[src/rtl/mem_interface.sv]
// MAR/MDR memory interface: loads from the datapath bus and sequences RAM read/write
// transactions with a ready handshake. Define MEM_TIMEOUT_EN to add the wait timeout and ERR path.
module mem_interface #(
  parameter int ADDR_WIDTH = 9,
  parameter int TIMEOUT    = 15
) (
  input  logic                  clock,
  input  logic                  clear,
  input  logic [31:0]           bus_in,
  input  logic                  MARin,
  input  logic                  MDRin,
  input  logic                  Read,
  input  logic                  Write,
  input  logic                  mem_ready,
  input  logic [31:0]           mem_data_in,
  output logic [ADDR_WIDTH-1:0] mem_addr,
  output logic [31:0]           mem_data_out,
  output logic                  mem_rd,
  output logic                  mem_wr,
  output logic [31:0]           mdr_out,
  output logic                  busy,
  output logic                  done,
  output logic                  error
);

  typedef enum logic [2:0] {IDLE, READ, WRITE, DONE, ERR} state_t;

  state_t                state, state_nxt;
  logic [ADDR_WIDTH-1:0] mar;
  logic [31:0]           mdr;
  logic                  timeout_hit;

  if (TIMEOUT < 1) begin : g_bad_timeout
    $error("mem_interface: TIMEOUT must be at least 1");
  end

`ifdef MEM_TIMEOUT_EN
  localparam int CNT_W = (TIMEOUT < 2) ? 1 : $clog2(TIMEOUT);

  logic [CNT_W-1:0] wait_cnt;
  logic             err_q;

  // Ready on the same edge as the last allowed wait cycle takes precedence.
  assign timeout_hit = (wait_cnt == CNT_W'(TIMEOUT - 1)) && !mem_ready;

  // Only IDLE can enter READ/WRITE, so clearing while idle covers every entry.
  always_ff @(posedge clock) begin
    if (clear) begin
      wait_cnt <= '0;
    end else if (state == IDLE) begin
      wait_cnt <= '0;
    end else if ((state == READ || state == WRITE) && !mem_ready && !timeout_hit) begin
      wait_cnt <= wait_cnt + 1'b1;
    end
  end

  always_ff @(posedge clock) begin
    if (clear) begin
      err_q <= 1'b0;
    end else if (state == IDLE && (Read || Write)) begin
      err_q <= 1'b0;
    end else if (state == ERR) begin
      err_q <= 1'b1;
    end
  end

  assign error = err_q;
`else
  assign timeout_hit = 1'b0;
  assign error       = 1'b0;
`endif

  always_ff @(posedge clock) begin
    if (clear) begin
      state <= IDLE;
    end else begin
      state <= state_nxt;
    end
  end

  always_comb begin
    state_nxt = state;
    case (state)
      IDLE: begin
        if (Read) begin
          state_nxt = READ;
        end else if (Write) begin
          state_nxt = WRITE;
        end
      end
      READ, WRITE: begin
        if (mem_ready) begin
          state_nxt = DONE;
        end else if (timeout_hit) begin
          state_nxt = ERR;
        end
      end
      DONE:    state_nxt = IDLE;
      ERR:     state_nxt = IDLE;
      default: state_nxt = IDLE;
    endcase
  end

  always_comb begin
    mem_rd = 1'b0;
    mem_wr = 1'b0;
    done   = 1'b0;
    busy   = 1'b0;
    mem_rd = (state == READ);
    mem_wr = (state == WRITE);
    done   = (state == DONE);
    busy   = (state != IDLE);
  end

  // Bus loads only while idle; read data is captured on the ready edge.
  always_ff @(posedge clock) begin
    if (clear) begin
      mar <= '0;
      mdr <= '0;
    end else begin
      if (state == IDLE && MARin) begin
        mar <= bus_in[ADDR_WIDTH-1:0];
      end
      if (state == IDLE && MDRin) begin
        mdr <= bus_in;
      end else if (state == READ && mem_ready) begin
        mdr <= mem_data_in;
      end
    end
  end

  assign mem_addr     = mar;
  assign mem_data_out = mdr;
  assign mdr_out      = mdr;

endmodule

[config.mk]
export PLATFORM = sky130hd
export DESIGN_NAME = mem_interface
export DESIGN_NICKNAME = d
export VERILOG_FILES = /design/src/rtl/mem_interface.sv
export SDC_FILE = /design/constraint.sdc
export NUM_CORES = 1
export LEC_CHECK = 0
export BUFFER_PORTS_ARGS = -buffer_cell sky130_fd_sc_hd__buf_4
export CAP_MARGIN = 20
export CORE_AREA = 8 8 82 84
export CTS_BUF_LIST = sky130_fd_sc_hd__clkbuf_8
export DETAILED_ROUTE_END_ITERATION = 16
export DIE_AREA = 0 0 90 92
export GPL_ROUTABILITY_DRIVEN = 0
export PLACE_DENSITY = 0.76
export SYNTH_ARGS = -nofsm -noshare
export SYNTH_HDL_FRONTEND = slang
export SYNTH_SLANG_ARGS = --single-unit
[constraint.sdc]
create_clock -name clock -period 2.3 [get_ports clock]
set_clock_uncertainty 0.15 [all_clocks]
set_input_delay 0.345 -clock clock [delete_from_list [all_inputs] [get_ports clock]]
set_output_delay 0.345 -clock clock [all_outputs]
set_load 0.02 [all_outputs]
==> results of run 1 <==
-- through the flow --
step,hold WS [ns],worst slack (ns),instance area [µm²],utilization
after global routing,0.160,0.138,3180,0.588
after CTS,0.163,0.246,3180,0.588
final,0.170,0.280,3180,0.588
after floorplan,0.343,0.616,2240,-
after global placement,0.294,0.536,3090,0.572
after detailed placement,0.307,0.447,3090,0.572
-- worst paths after layout --
kind,start,endpoint,slack (ns),cells after the start
worst max-delay path,state[0],busy,0.28,4
worst min register to register,mem_addr[2],mem_addr[2],0.31,2
worst max register to register,state[0],mdr_out[6],0.45,6
worst min-delay path,mem_data_in[17],mdr_out[17],0.17,3
-- final cells by class --
type | instances | area (µm²)
Timing Repair Buffer | 153 | 1150
Clock buffer | 6 | 82.6
Inverter | 3 | 11.3
Clock inverter | 1 | 5.00
Sequential cell | 43 | 861
Fill cell | 527 | 2220
Multi-Input combinational cell | 175 | 982
Tap cell | 72 | 90.1
-- synthesized netlist by cell type --
cell,number,area [µm²]
buf_2,4,20.0
a311oi_2,1,15.0
dfxtp_1,43,861
nand2_1,44,165
a41o_1,2,20.0
ha_1,6,75.1
a22o_1,1,8.76
o21bai_1,1,7.51
nand2b_1,1,6.26
clkbuf_1,13,48.8
nand3_1,41,205
a21o_1,1,7.51
a21oi_1,9,45.0
nor2_1,33,124
a311oi_1,31,272
conb_1,1,3.75
or3b_4,1,11.3
inv_1,3,11.3
a211oi_1,2,15.0
buf_4,37,278
buf_6,4,45.0
-- critical path, stage by stage (launching register included) --
cell and delay [ns]:
dfxtp_1 0.35, inv_1 0.14, ha_1 0.46, inv_1 0.11, buf_4 0.18
-- kinds of logic (layout without fill, tap and decap cells) --
family                   Yosys count  in the layout  share of synthesized area
other                              1              1                    0.00167
AND/OR/NAND/NOR                  120            120                      0.228
adder cells (fa/ha/maj)            6              6                     0.0334
flip-flops                        43             43                      0.384
AO/OA/AOI/OAI                     48             48                      0.174
buffers and inverters             61            163                      0.179
-- sequential cells by signal, indices dropped and copies added, names as in the netlist --
name / flops
mdr_out: 32
mem_addr: 9
state: 2
-- routing by layer --
metal	wire length [µm]	up-vias	track usage
met5	0	-	0
met1	3020	1045	0.192
met4	68	0	0.0388
li1	-	1141	-
met2	3390	120	0.274
met3	660	7	0.0701
-- report_power, final --
group	switching (µW)	leakage (µW)	internal [µW]
combinational	1440	0.00113	994
sequential	182	0.000356	979
clock	250	0.0000470	236
total	1870	0.00153	2210
==> metrics.yaml, run 1 <==
routing:
  drc: 0
  final_antenna_net_count: 0
  drt_iter0_markers: 118
  vias: 2313
  vias_per_cell: 5.11
  wirelength_um: 7150
  first_pass_iters: 5
  wire_per_inst_um: 15.8
floorplan:
  die_area_um2: 8280
  die_x_um: 90
  num_rows: 27
  io_pins: 149
  start_util: 0.415
  coreArea_um2: 5410
  die_y_um: 92
finish:
  layout_commonest_cell: "buf_4"
  antenna_cells: 0
  area_growth_pct: 41.7
  num-nets-final: 458
  final_cells: 453
  final_cell_mix: "153 x buf_4, 44 x nand2_1, 43 x dfxtp_1"
  drive_above_1_share: 0.428
grt:
  grt_max_degree: 45
  grt_pass1_wl_um: 11500
  grt_usage: 0.165
  antenna_found_initial: 0
  first_global_vias: 2378
  grt.overflow.total: 0
clock_tree:
  cts_resized: 0
  cts_buffers: 5
  ctsHtreeMaxLevel: 2
  clk_latency_ns: 0.29
  cts_tree: "built"
  path_clk_slew_ns: 0.08
  clock-sinks: 43
  cts_buffer_depth: 2
  post_cts_buffers: 0
  holdBufCountCts: 0
  root_buffer: "clkbuf_8"
synth:
  ys_warn_count: 0
  netlist_area_um2: 2240
  synth_cell_types: 21
  ys_seq_area_frac: 0.384
  synth.avg_cell_area_um2: 8.05
  synth_nets: 356
  syn_inst: 279
  ys_ff_latch: 43
power_and_ir_drop:
  leakagePower_uw: 0.00153
  irDropWorstVdd_mv: 0.688
  p_per_area_nw_per_um2: 1280
  power_uw: 4080
placed_design:
  dp_cells: 446
  hpwl_um: 5540
  io_buffers: 147
run:
  maxCapViolations: 0
setup_path:
  required_ns: 1.80
  path_class: "flop to primary output"
  startpoint_type: "flop"
  path_max_fanout: 12
  end_kind: "primary output"
  cp.arrival_ns: 1.53
sta:
  setup_viol_count_final: 0
  slew_violations: 0
  clock.fmax_ghz: 0.495
  fin_crit_sh: 0.878
  setup_tns_ns: 0
  final_hold_viol_count: 0
  rsz0062_at_grt: "no"
  period_needed_ns: 2.02
outcome:
  status: "completed"
min_path:
  hp-class: "input pin to flop"
Power figures use the tool's default switching activity.
==> inputs of run 2 (changes only) <==
==> config.mk (replaced) <==
export PLATFORM = sky130hd
export DESIGN_NAME = mem_interface
export DESIGN_NICKNAME = d
export VERILOG_FILES = /design/src/rtl/mem_interface.sv
export SDC_FILE = /design/constraint.sdc
export NUM_CORES = 1
export LEC_CHECK = 0
export ABC_AREA = 1
export BUFFER_PORTS_ARGS = -buffer_cell sky130_fd_sc_hd__buf_4
export CAP_MARGIN = 20
export CORE_AREA = 8 8 83 85
export CTS_BUF_LIST = sky130_fd_sc_hd__clkbuf_8
export DETAILED_ROUTE_END_ITERATION = 16
export DIE_AREA = 0 0 91 93
export GPL_ROUTABILITY_DRIVEN = 0
export PLACE_DENSITY = 0.78
export SYNTH_ARGS = -nofsm -noshare
export SYNTH_HDL_FRONTEND = slang
export SYNTH_SLANG_ARGS = --single-unit
==> run 2 against run 1 <==
Against the previous run: clock-buffer cell count shrank 1; critical path depth grew 3; largest cell class unchanged; critical path type is now flop to flop; worst hold slack lost 0.019 ns; die area grew 2.2%; critical endpoint is now mdr_out[2].
==> metrics.yaml, run 2 <==
outcome:
  status: "completed"
floorplan:
  coreArea_um2: 5680  # +5.0%
  start_util: 0.431  # +0.0153
  die_y_um: 93  # +1.1%
  die_area_um2: 8460  # +2.2%
  num_rows: 28  # +3.7%
  io_pins: 149  # unchanged
  die_x_um: 91  # +1.1%
setup_path:
  r2r_slack_ns: 0.29  # -0.16 ns
  path_max_fanout: 17  # +5
  reg2reg_from: "state[0]"
  path_class: "flop to flop"
  slowest_delay_ns: 0.42  # -0.04 ns
  end_kind: "flop"
  cp.arrival_ns: 2.10  # +0.57 ns
  reg2reg_to: "mdr_out[2]"
  path_cells: "inv_1 > ha_1 > nand2_4 > clkinvlp_4 > nand2_1 > nand3_1 > a21oi_1"
  cp_slowest_cell: "dfxtp_1"
  required_ns: 2.39  # +0.59 ns
  reg2regPathDepth: 7  # +1
  startpoint_type: "flop"
  path_buf_inv: 2  # -1
  path_delay_family: "buffers and inverters"
  cp_num_cells: 7  # +3
finish:
  drive_above_1_share: 0.337  # -0.0910
  num-nets-final: 557  # +22%
  area_growth_pct: 40.0
  final_cell_mix: "149 x buf_4, 109 x nand2_1, 71 x inv_1"
  antenna_cells: 0  # unchanged
  layout_commonest_cell: "buf_4"
  nFillCells: 555  # +5.3%
  finalInstanceArea_um2: 3420  # +7.6%
  largest_reg_flops: 32  # unchanged
  final_cells: 556  # +23%
min_path:
  holdPathStages: 3  # unchanged
  hp-class: "input pin to flop"
  hold_start: "bus_in[8]"
  holdPathEnd: "mem_addr[8]"
synth:
  synth_cell_types: 15  # -29%
  synth_nets: 451  # +27%
  netlist_area_um2: 2440  # +8.9%
  synth_top_family_by_area: "buffers and inverters"
  yosys-top-cells-area: "dfxtp_1 35%, nand2_1 17%, buf_4 13%"
  synth-edff-count: 0  # unchanged
  syn_inst: 374  # +34%
  synthMuxAreaShare: 0  # unchanged
  yosys.area_share.simple: 0.250  # +0.0224
  synth_ff_type: "dfxtp_1"
  synth-compound-area-share: 0.107  # -0.0674
  ys_ff_latch: 43  # unchanged
  synthAdderAreaFrac: 0.0307  # -0.00272
  ys_warn_count: 0  # unchanged
  yosysTopAreaCellShare: 0.352  # -0.0312
  yosysTopAreaCell: "dfxtp_1"
  ys_seq_area_frac: 0.352  # -0.0312
  synth.avg_cell_area_um2: 6.53  # -19%
  synth-xor-area-share: 0  # unchanged
  async_reset_ff_frac: 0  # unchanged
  synth_most_common_cell: "nand2_1"
  synthTopCellsByCount: "109 x nand2_1, 72 x inv_1, 43 x a21oi_1, 43 x buf_4, 43 x dfxtp_1"
clock_tree:
  cts_buffer_depth: 2  # unchanged
  cts_buffers: 5  # unchanged
  clock-sinks: 43  # unchanged
  clk_latency_ns: 0.30  # about the same
  path_clk_slew_ns: 0.09  # about the same
  cts_tree: "built"
  root_buffer: "clkbuf_8"
  cts_resized: 0  # unchanged
  post_cts_buffers: 0  # unchanged
  ctsHtreeMaxLevel: 2  # unchanged
  holdBufCountCts: 0  # unchanged
grt:
  use_met3: 0.0609  # -0.00919
  grt_pass1_wl_um: 11900  # +3.7%
  grt_max_degree: 34  # -24%
  grt_use_met2: 0.300  # +0.0256
  grt_usage: 0.169  # +0.00390
  grt-busiest-layer: "met2"
  antenna_found_initial: 0  # unchanged
  grt.overflow.total: 0  # unchanged
  grtUsageMet1: 0.187  # -0.00440
  first_global_vias: 2471  # +3.9%
sta:
  setup_tns_ns: 0  # unchanged
  setup_viol_count_final: 0  # unchanged
  clock.fmax_ghz: 0.497  # +0.37%
  worst_slew_pin_slew_ns: 0.562
  period_needed_ns: 2.01  # -0.00752 ns
  slew_headroom: 0.625
  slew_violations: 0  # unchanged
  fin_crit_sh: 0.875  # -0.00327
  final_hold_viol_count: 0  # unchanged
  whs_ns: 0.151  # -0.0185 ns
  rsz0062_at_grt: "no"
power_and_ir_drop:
  swShare: 0.456  # -0.00333
  power_frac_comb: 0.559  # -0.038
  sequentialPowerShare: 0.290  # +0.006
  p_int_uw: 2200  # -0.48%
  p_per_area_nw_per_um2: 1180  # -8.1%
  leakagePower_uw: 0.00194  # +27%
  power.switching_uw: 1840  # -1.8%
  irDropWorstVdd_mv: 0.739  # +7.3%
  p_clk_frac: 0.150  # +0.031
routing:
  drt_iter0_markers: 89  # -25%
  wire_per_inst_um: 13.8  # -13%
  drc: 0  # unchanged
  final_antenna_net_count: 0  # unchanged
  vias: 2531  # +9.4%
  first_pass_iters: 4  # -1
  wirelength_um: 7660  # +7.1%
  vias_per_cell: 4.55  # -11%
placed_design:
  io_buffers: 147  # unchanged
  hpwl_um: 5670  # +2.4%
  dp_cells: 547  # +23%
  dpl_cell_area_um2: 3300  # +6.6%
run:
  maxCapViolations: 0  # unchanged
[run 2: cells by family after synthesis]
logic type / Yosys count
buffers and inverters: 124
and+or+nand+nor: 148
AOI/OAI and AO/OA: 52
other: 1
DFF: 43
adders and majority gates: 6
[run 2: worst max path at each step]
stage                   from  slack (ns)           to
floorplan           state[1]        0.79   mdr_out[0]
global placement    state[0]        0.18  mdr_out[28]
detailed placement  state[1]        0.06   mdr_out[7]
CTS                 state[1]        0.05   mdr_out[2]
global route        state[0]        0.09   mdr_out[2]
finish              state[0]        0.29   mdr_out[2]
[run 2: final cells by class]
class | instances | area (µm²) | area share
clock buffers | 5 | 68.8 | 0.0201
clock inverters | 3 | 43.8 | 0.0128
inverters | 73 | 278 | 0.0812
multi-input cells | 207 | 951 | 0.278
flip-flops and latches | 43 | 861 | 0.252
well taps | 75 | 93.8 | 0.0274
repair buffers | 149 | 1120 | 0.327
repair inverters | 1 | 7.51 | 0.00219
[run 2: power groups by stage]
stage	clock (µW)	combinational [µW]	sequential [µW]
2_1_floorplan	0	1350	1430
3_3_place_gp	0	2230	1180
3_5_place_dp	0	2270	1190
4_1_cts	617	2280	1170
5_1_grt	642	2460	1210
6_report	608	2260	1170
[run 2: tightest hold or removal path, stage by stage]
cell and delay [ns]:
buf_4 0.08, inv_1 0.04, a21oi_1 0.11
[run 2: metrics by stage]
stage	total power [µW]	worst slack [ns]	util
after floorplan	2780	0.793	-
after global placement	3410	0.177	0.581
after detailed placement	3460	0.0622	0.581
after CTS	4070	0.0479	0.601
after global routing	4310	0.0852	0.603
final	4040	0.287	0.603
[run 2: metal layers]
metal | vias to the layer above | routed length (µm) | part of all wire
li1 | 1296 | - | -
met5 | - | 0 | 0
met3 | 10 | 596 | 0.078
met4 | 0 | 92 | 0.012
met2 | 101 | 3830 | 0.50
met1 | 1124 | 3140 | 0.41
